`src/rtl/l1_l2_arbiter.sv`:
```
// l1_l2_arbiter: two L1 ports share one L2 request channel under round-robin arbitration.
// A granted request is latched, issued to L2, then acknowledged back to its owning port.
module l1_l2_arbiter #(
    parameter int ADDRESS_WIDTH = 32,
    parameter int DATA_WIDTH    = 32,
    parameter int LINE_WIDTH    = 128,
    parameter int CNT_WIDTH     = 16
) (
    input  logic                     clk,
    input  logic                     reset,
    input  logic [1:0]               p_rd_req,
    input  logic [1:0]               p_wr_req,
    input  logic [1:0]               p_wb_req,
    input  logic [ADDRESS_WIDTH-1:0] p_addr    [2],
    input  logic [DATA_WIDTH-1:0]    p_wr_data [2],
    input  logic [LINE_WIDTH-1:0]    p_wb_data [2],
    output logic [1:0]               p_rd_done,
    output logic [1:0]               p_wr_done,
    output logic [1:0]               p_wb_done,
    output logic [LINE_WIDTH-1:0]    p_rd_data,
    output logic                     l2_rd_req,
    output logic                     l2_wr_req,
    output logic                     l2_wb_req,
    output logic [ADDRESS_WIDTH-1:0] l2_addr,
    output logic [DATA_WIDTH-1:0]    l2_wr_data,
    output logic [LINE_WIDTH-1:0]    l2_wb_data,
    input  logic                     l2_rd_done,
    input  logic                     l2_wr_done,
    input  logic                     l2_wb_done,
    input  logic [LINE_WIDTH-1:0]    l2_rd_data,
    output logic [CNT_WIDTH-1:0]     svc_cnt   [2]
);

    typedef enum logic [1:0] {IDLE, ISSUE, RESPOND} state_t;
    typedef enum logic [1:0] {T_RD, T_WR, T_WB} type_t;

    state_t                   r_state, w_state_next;
    type_t                    r_type, w_gnt_type;
    logic                     r_owner, r_last_grant;
    logic [1:0]               w_req;
    logic                     w_gnt, w_l2_match;
    logic [1:0]               w_owner_mask;
    logic [ADDRESS_WIDTH-1:0] r_l2_addr;
    logic [DATA_WIDTH-1:0]    r_l2_wr_data;
    logic [LINE_WIDTH-1:0]    r_l2_wb_data, r_p_rd_data;
    logic                     r_l2_rd_req, r_l2_wr_req, r_l2_wb_req;
    logic [1:0]               r_p_rd_done, r_p_wr_done, r_p_wb_done;

    for (genvar gi = 0; gi < 2; gi++) begin : g_port
        logic [CNT_WIDTH-1:0] r_cnt;

        assign w_req[gi] = p_rd_req[gi] | p_wr_req[gi] | p_wb_req[gi];

        // Counter saturates instead of wrapping so a long-running port never reads as idle.
        always_ff @(posedge clk or posedge reset) begin
            if (reset)
                r_cnt <= '0;
            else if (r_state == RESPOND && r_owner == 1'(gi) && r_cnt != '1)
                r_cnt <= r_cnt + CNT_WIDTH'(1);
        end

        assign svc_cnt[gi] = r_cnt;
    end

    always_comb begin
        w_gnt = ~r_last_grant;
        if (w_req == 2'b01)
            w_gnt = 1'b0;
        else if (w_req == 2'b10)
            w_gnt = 1'b1;

        if (p_wb_req[w_gnt])
            w_gnt_type = T_WB;
        else if (p_wr_req[w_gnt])
            w_gnt_type = T_WR;
        else
            w_gnt_type = T_RD;

        unique case (r_type)
            T_RD:    w_l2_match = l2_rd_done;
            T_WR:    w_l2_match = l2_wr_done;
            T_WB:    w_l2_match = l2_wb_done;
            default: w_l2_match = 1'b0;
        endcase

        w_state_next = r_state;
        unique case (r_state)
            IDLE:    if (|w_req) w_state_next = ISSUE;
            ISSUE:   if (w_l2_match) w_state_next = RESPOND;
            RESPOND: w_state_next = IDLE;
            default: w_state_next = IDLE;
        endcase
    end

    assign w_owner_mask = r_owner ? 2'b10 : 2'b01;

    always_ff @(posedge clk or posedge reset) begin
        if (reset)
            r_state <= IDLE;
        else
            r_state <= w_state_next;
    end

    always_ff @(posedge clk or posedge reset) begin
        if (reset) begin
            r_owner      <= 1'b0;
            r_type       <= T_RD;
            r_last_grant <= 1'b1;
            r_l2_addr    <= '0;
            r_l2_wr_data <= '0;
            r_l2_wb_data <= '0;
            r_p_rd_data  <= '0;
            r_l2_rd_req  <= 1'b0;
            r_l2_wr_req  <= 1'b0;
            r_l2_wb_req  <= 1'b0;
            r_p_rd_done  <= 2'b00;
            r_p_wr_done  <= 2'b00;
            r_p_wb_done  <= 2'b00;
        end else begin
            unique case (r_state)
                IDLE: begin
                    if (|w_req) begin
                        r_owner      <= w_gnt;
                        r_type       <= w_gnt_type;
                        r_l2_addr    <= p_addr[w_gnt];
                        r_l2_wr_data <= p_wr_data[w_gnt];
                        r_l2_wb_data <= p_wb_data[w_gnt];
                        r_l2_rd_req  <= (w_gnt_type == T_RD);
                        r_l2_wr_req  <= (w_gnt_type == T_WR);
                        r_l2_wb_req  <= (w_gnt_type == T_WB);
                    end
                end
                ISSUE: begin
                    if (w_l2_match) begin
                        r_l2_rd_req <= 1'b0;
                        r_l2_wr_req <= 1'b0;
                        r_l2_wb_req <= 1'b0;
                        if (r_type == T_RD)
                            r_p_rd_data <= l2_rd_data;
                        r_p_rd_done <= (r_type == T_RD) ? w_owner_mask : 2'b00;
                        r_p_wr_done <= (r_type == T_WR) ? w_owner_mask : 2'b00;
                        r_p_wb_done <= (r_type == T_WB) ? w_owner_mask : 2'b00;
                    end
                end
                RESPOND: begin
                    r_p_rd_done  <= 2'b00;
                    r_p_wr_done  <= 2'b00;
                    r_p_wb_done  <= 2'b00;
                    r_last_grant <= r_owner;
                end
                default: ;
            endcase
        end
    end

    assign p_rd_done  = r_p_rd_done;
    assign p_wr_done  = r_p_wr_done;
    assign p_wb_done  = r_p_wb_done;
    assign p_rd_data  = r_p_rd_data;
    assign l2_rd_req  = r_l2_rd_req;
    assign l2_wr_req  = r_l2_wr_req;
    assign l2_wb_req  = r_l2_wb_req;
    assign l2_addr    = r_l2_addr;
    assign l2_wr_data = r_l2_wr_data;
    assign l2_wb_data = r_l2_wb_data;

endmodule

```
`config.mk`:
```
export PLATFORM = sky130hd
export DESIGN_NAME = l1_l2_arbiter
export DESIGN_NICKNAME = d
export VERILOG_FILES = /design/src/rtl/l1_l2_arbiter.sv
export SDC_FILE = /design/constraint.sdc
export NUM_CORES = 1
export LEC_CHECK = 0
export ABC_AREA = 1
export ABC_CLOCK_PERIOD_IN_PS = 15200
export BUFFER_PORTS_ARGS = -buffer_cell sky130_fd_sc_hd__buf_2
export CORE_AREA = 2 2 345 347
export CTS_CLUSTER_DIAMETER = 40
export DETAILED_ROUTE_END_ITERATION = 12
export DIE_AREA = 0 0 347 349
export SLEW_MARGIN = 15
export SYNTH_ARGS = -nofsm -noshare
export SYNTH_HDL_FRONTEND = slang
export SYNTH_SLANG_ARGS = --single-unit
```
`constraint.sdc`:
```
create_clock -name clk -period 15.2 [get_ports clk]
set_clock_uncertainty 0.05 [all_clocks]
set_input_delay 0.76 -clock clk [delete_from_list [all_inputs] [get_ports clk]]
set_output_delay 0.76 -clock clk [all_outputs]
set_load 0.02 [all_outputs]
```
==> flow_summary_export.csv <==
group,metric,value,unit
status,outcome,"finished clean",
timing,grt_setup_unrepaired,"no",
grt,gr-usage-all-layers,11.72,%
route,firstDrtPassIters,5,
timing,timing_worst_slew_pin_value,1139,ps
setup_path,worst_setup_path_end_kind,"register",
route,routed_wl,74940,um
place,detailed_place_hpwl,56360,um
final_layout,core_util_final,21.88,%
synthesis,synth.yosys.seq_area_share,52.71,%
synthesis,synth.lib_cells_used.distinct,32,
route,drt_first_iter_violations,1369,
timing,timing.final.hold_violations,0,
route,drc,0,
synthesis,synth_nets,2611,
cts,clock_latency,600,ps
pwr,max-vdd-ir-drop,140.1,uV
final_layout,layout_commonest_cell,"sky130_fd_sc_hd__nand2_1",
setup_path,cp_max_fo,93,
cts,post_cts_buffers,0,
timing,timing.max_slew.rel_slack,24.07,%
final_layout,areaGrowthSynthToFinish,47.52,%
setup_path,path_class,"register to register",
die,initial_utilization,14.84,%
final_layout,design.final.nets,3458,
cts,root_cell_of_the_clock_tree,"sky130_fd_sc_hd__clkbuf_16",
die,die_height,349,um
synthesis,synth_seq_cells,367,
cts,h-tree-depth,3,
run,cap_viol_max_count,0,
timing,fmaxAchievable,302.2,MHz
cts,numCtsBuffers,71,
die,die-area,121100,sq um
final_layout,layout.cells.most_common_list,"sky130_fd_sc_hd__nand2_1, sky130_fd_sc_hd__buf_2, sky130_fd_sc_hd__dfrtp_1",
grt,grt_max_degree,105,
setup_path,regToRegSetupSlack,11890,ps
setup_path,critPathRequiredTime,15690,ps
route,final_antenna_net_count,0,
synthesis,synth_area,17420,sq um
route,vias,17440,
final_layout,share_of_post_route_cells_with_drive_strength_above_1,39.10,%
place,placedCellCount,4396,
grt,grt_first_pass_wirelength,107400,um
place,buffer_ports.inserted,883,
pwr,powerDensity,230.6,nW/um^2
cts,cts_tree,"yes",
timing,finalHoldWorstSlack,186.5,ps
grt,globalRouteOverflowTotal,0,
die,row_count,126,
place,place_area,23190,sq um
setup_path,worstPathCellList,"inv_1 > nand2_8 > buf_4 > buf_4 > nand3_1 > nand2_1 > nand2_1 > nand2_1",
final_layout,filler_cell_count,13010,
cts,post_cts_resize_count,0,
timing,setup_viol,0,
timing,period_needed,3310,ps
die,die_width,347,um
route,route.detailed.vias_per_inst,3.844,
synthesis,yosys_warnings,0,
die,io_pins,884,
cts,sink_count_of_the_clock_tree,367,
setup_path,critical-path-top-cell-by-count,"sky130_fd_sc_hd__nand2_1",
setup_path,critical_path.startpoint_type,"register",
setup_path,worst_path_largest_cell_delay,660,ps
cts,ctsHoldBuffers,0,
grt,grt_pass1_vias,16990,
final_layout,register_area,9185,sq um
cts,clkTransAtPathRegs,50,ps
cts,cts.path.max_buffers,3,
setup_path,cp_slowest_cell,"sky130_fd_sc_hd__buf_4",
timing,fin_tns_setup,0,ps
timing,layout_worst_path_cycle_share,21.77,%
final_layout,finalNonFillerCells,4537,
place,routabilityCongestion,0.8824,
synthesis,syn_inst,2086,
synthesis,syn-mean-instance-area,8.353,sq um
final_layout,multi_input_area,7418,sq um
setup_path,worstPathArrival,3800,ps
min_path,holdCritPathClass,"input pin to asynchronous set/reset pin",
grt,antenna_found_initial,22,
pwr,total_leakage_power,14.03,nW
route,wl_per_cell,16.52,um
die,placeableCoreArea,117500,sq um
final_layout,design_area,25700,sq um
timing,drv_slew,0,
## synth_stat cells (all sizes together)
cell type | instances | share of area (%)
ha | 2 | 0.14
nand3b | 5 | 0.22
nand3 | 224 | 6.5
xor2 | 5 | 0.25
nand2 | 1120 | 24
a21oi | 1 | 0.029
clkbuf | 12 | 0.26
dfstp | 1 | 0.15
xnor2 | 16 | 0.80
and2 | 2 | 0.072
inv | 30 | 0.66
mux2 | 128 | 8.3
buf | 113 | 4.1
o21ai | 15 | 0.43
nand4 | 5 | 0.18
o31ai | 1 | 0.043
nor3 | 4 | 0.18
dfrtp | 366 | 53
nor2 | 36 | 0.94
## power by group
| group | internal (mW) | total (mW) | switching, mW |
|---|---|---|---|
| registers | 1.44 | 1.71 | 0.268 |
| logic | 0.839 | 2.59 | 1.75 |
| clock network | 1.05 | 1.63 | 0.580 |
## flip-flops by register name, indices dropped and copies added (netlist names), 2 cells and up
register	flops
r_state	2
p_wb_done	2
r_type	2
l2_wb_data	128
p_rd_data	128
l2_addr	32
l2_wr_data	32
g_port.r_cnt	32
p_rd_done	2
p_wr_done	2
## cell type report
| class | instances | area share (%) |
|---|---|---|
| repair buffers | 899 | 17.66 |
| well taps | 1536 | 7.477 |
| inverters | 30 | 0.4965 |
| clock buffers | 88 | 7.638 |
| multi-input cells | 1564 | 28.86 |
| diodes | 11 | 0.1071 |
| flip-flops and latches | 367 | 35.73 |
| clock inverters | 42 | 2.025 |
## per-stage QoR
stage / setup slack (ps) / power [mW]
floorplan: 4203 / 3.383
global placement: 11360 / 4.294
detailed placement: 11310 / 4.332
CTS: 11930 / 6.011
global route: 11710 / 6.317
finish: 11890 / 5.926
## final timing paths
kind                            cells after the start               to             from
worst max-delay path                                8    l2_wr_data[9]     r_last_grant
worst min-delay path                                2     p_rd_data[8]            reset
worst max register to register                      8    l2_wr_data[9]     r_last_grant
worst min register to register                      2  l2_wb_data[115]  l2_wb_data[115]
max in group asynchronous                           5  l2_wb_data[122]            reset
min in group clk                                    2    p_rd_data[88]   l2_rd_data[88]
## critical path, delay by kind of cell (launching register included)
family	cells	cell delay (ps)
buffers and inverters	3	1340
and+or+nand+nor	5	1150
DFF	1	530
## cell families (layout without fill, tap and decap cells)
logic type / Yosys count / count (layout) / share of synthesized area, %
AND/OR/NAND/NOR: 1396 / 1396 / 32.32
flip-flops: 367 / 367 / 52.71
buffers and inverters: 155 / 1059 / 4.991
multiplexers: 128 / 128 / 8.272
XOR/XNOR: 21 / 21 / 1.056
AO/OA/AOI/OAI: 17 / 17 / 0.5026
adder cells (fa/ha/maj): 2 / 2 / 0.1436
other: 0 / 11 / 0
## metal layers
metal | global-route usage [%] | vias up | wire length, um
li1 | - | 8308 | -
met5 | 0 | - | 85
met2 | 17.94 | 779 | 33830
met4 | 6.131 | 12 | 3816
met1 | 14.05 | 8159 | 30290
met3 | 4.764 | 183 | 6922
(Power assumes the default switching activity.)
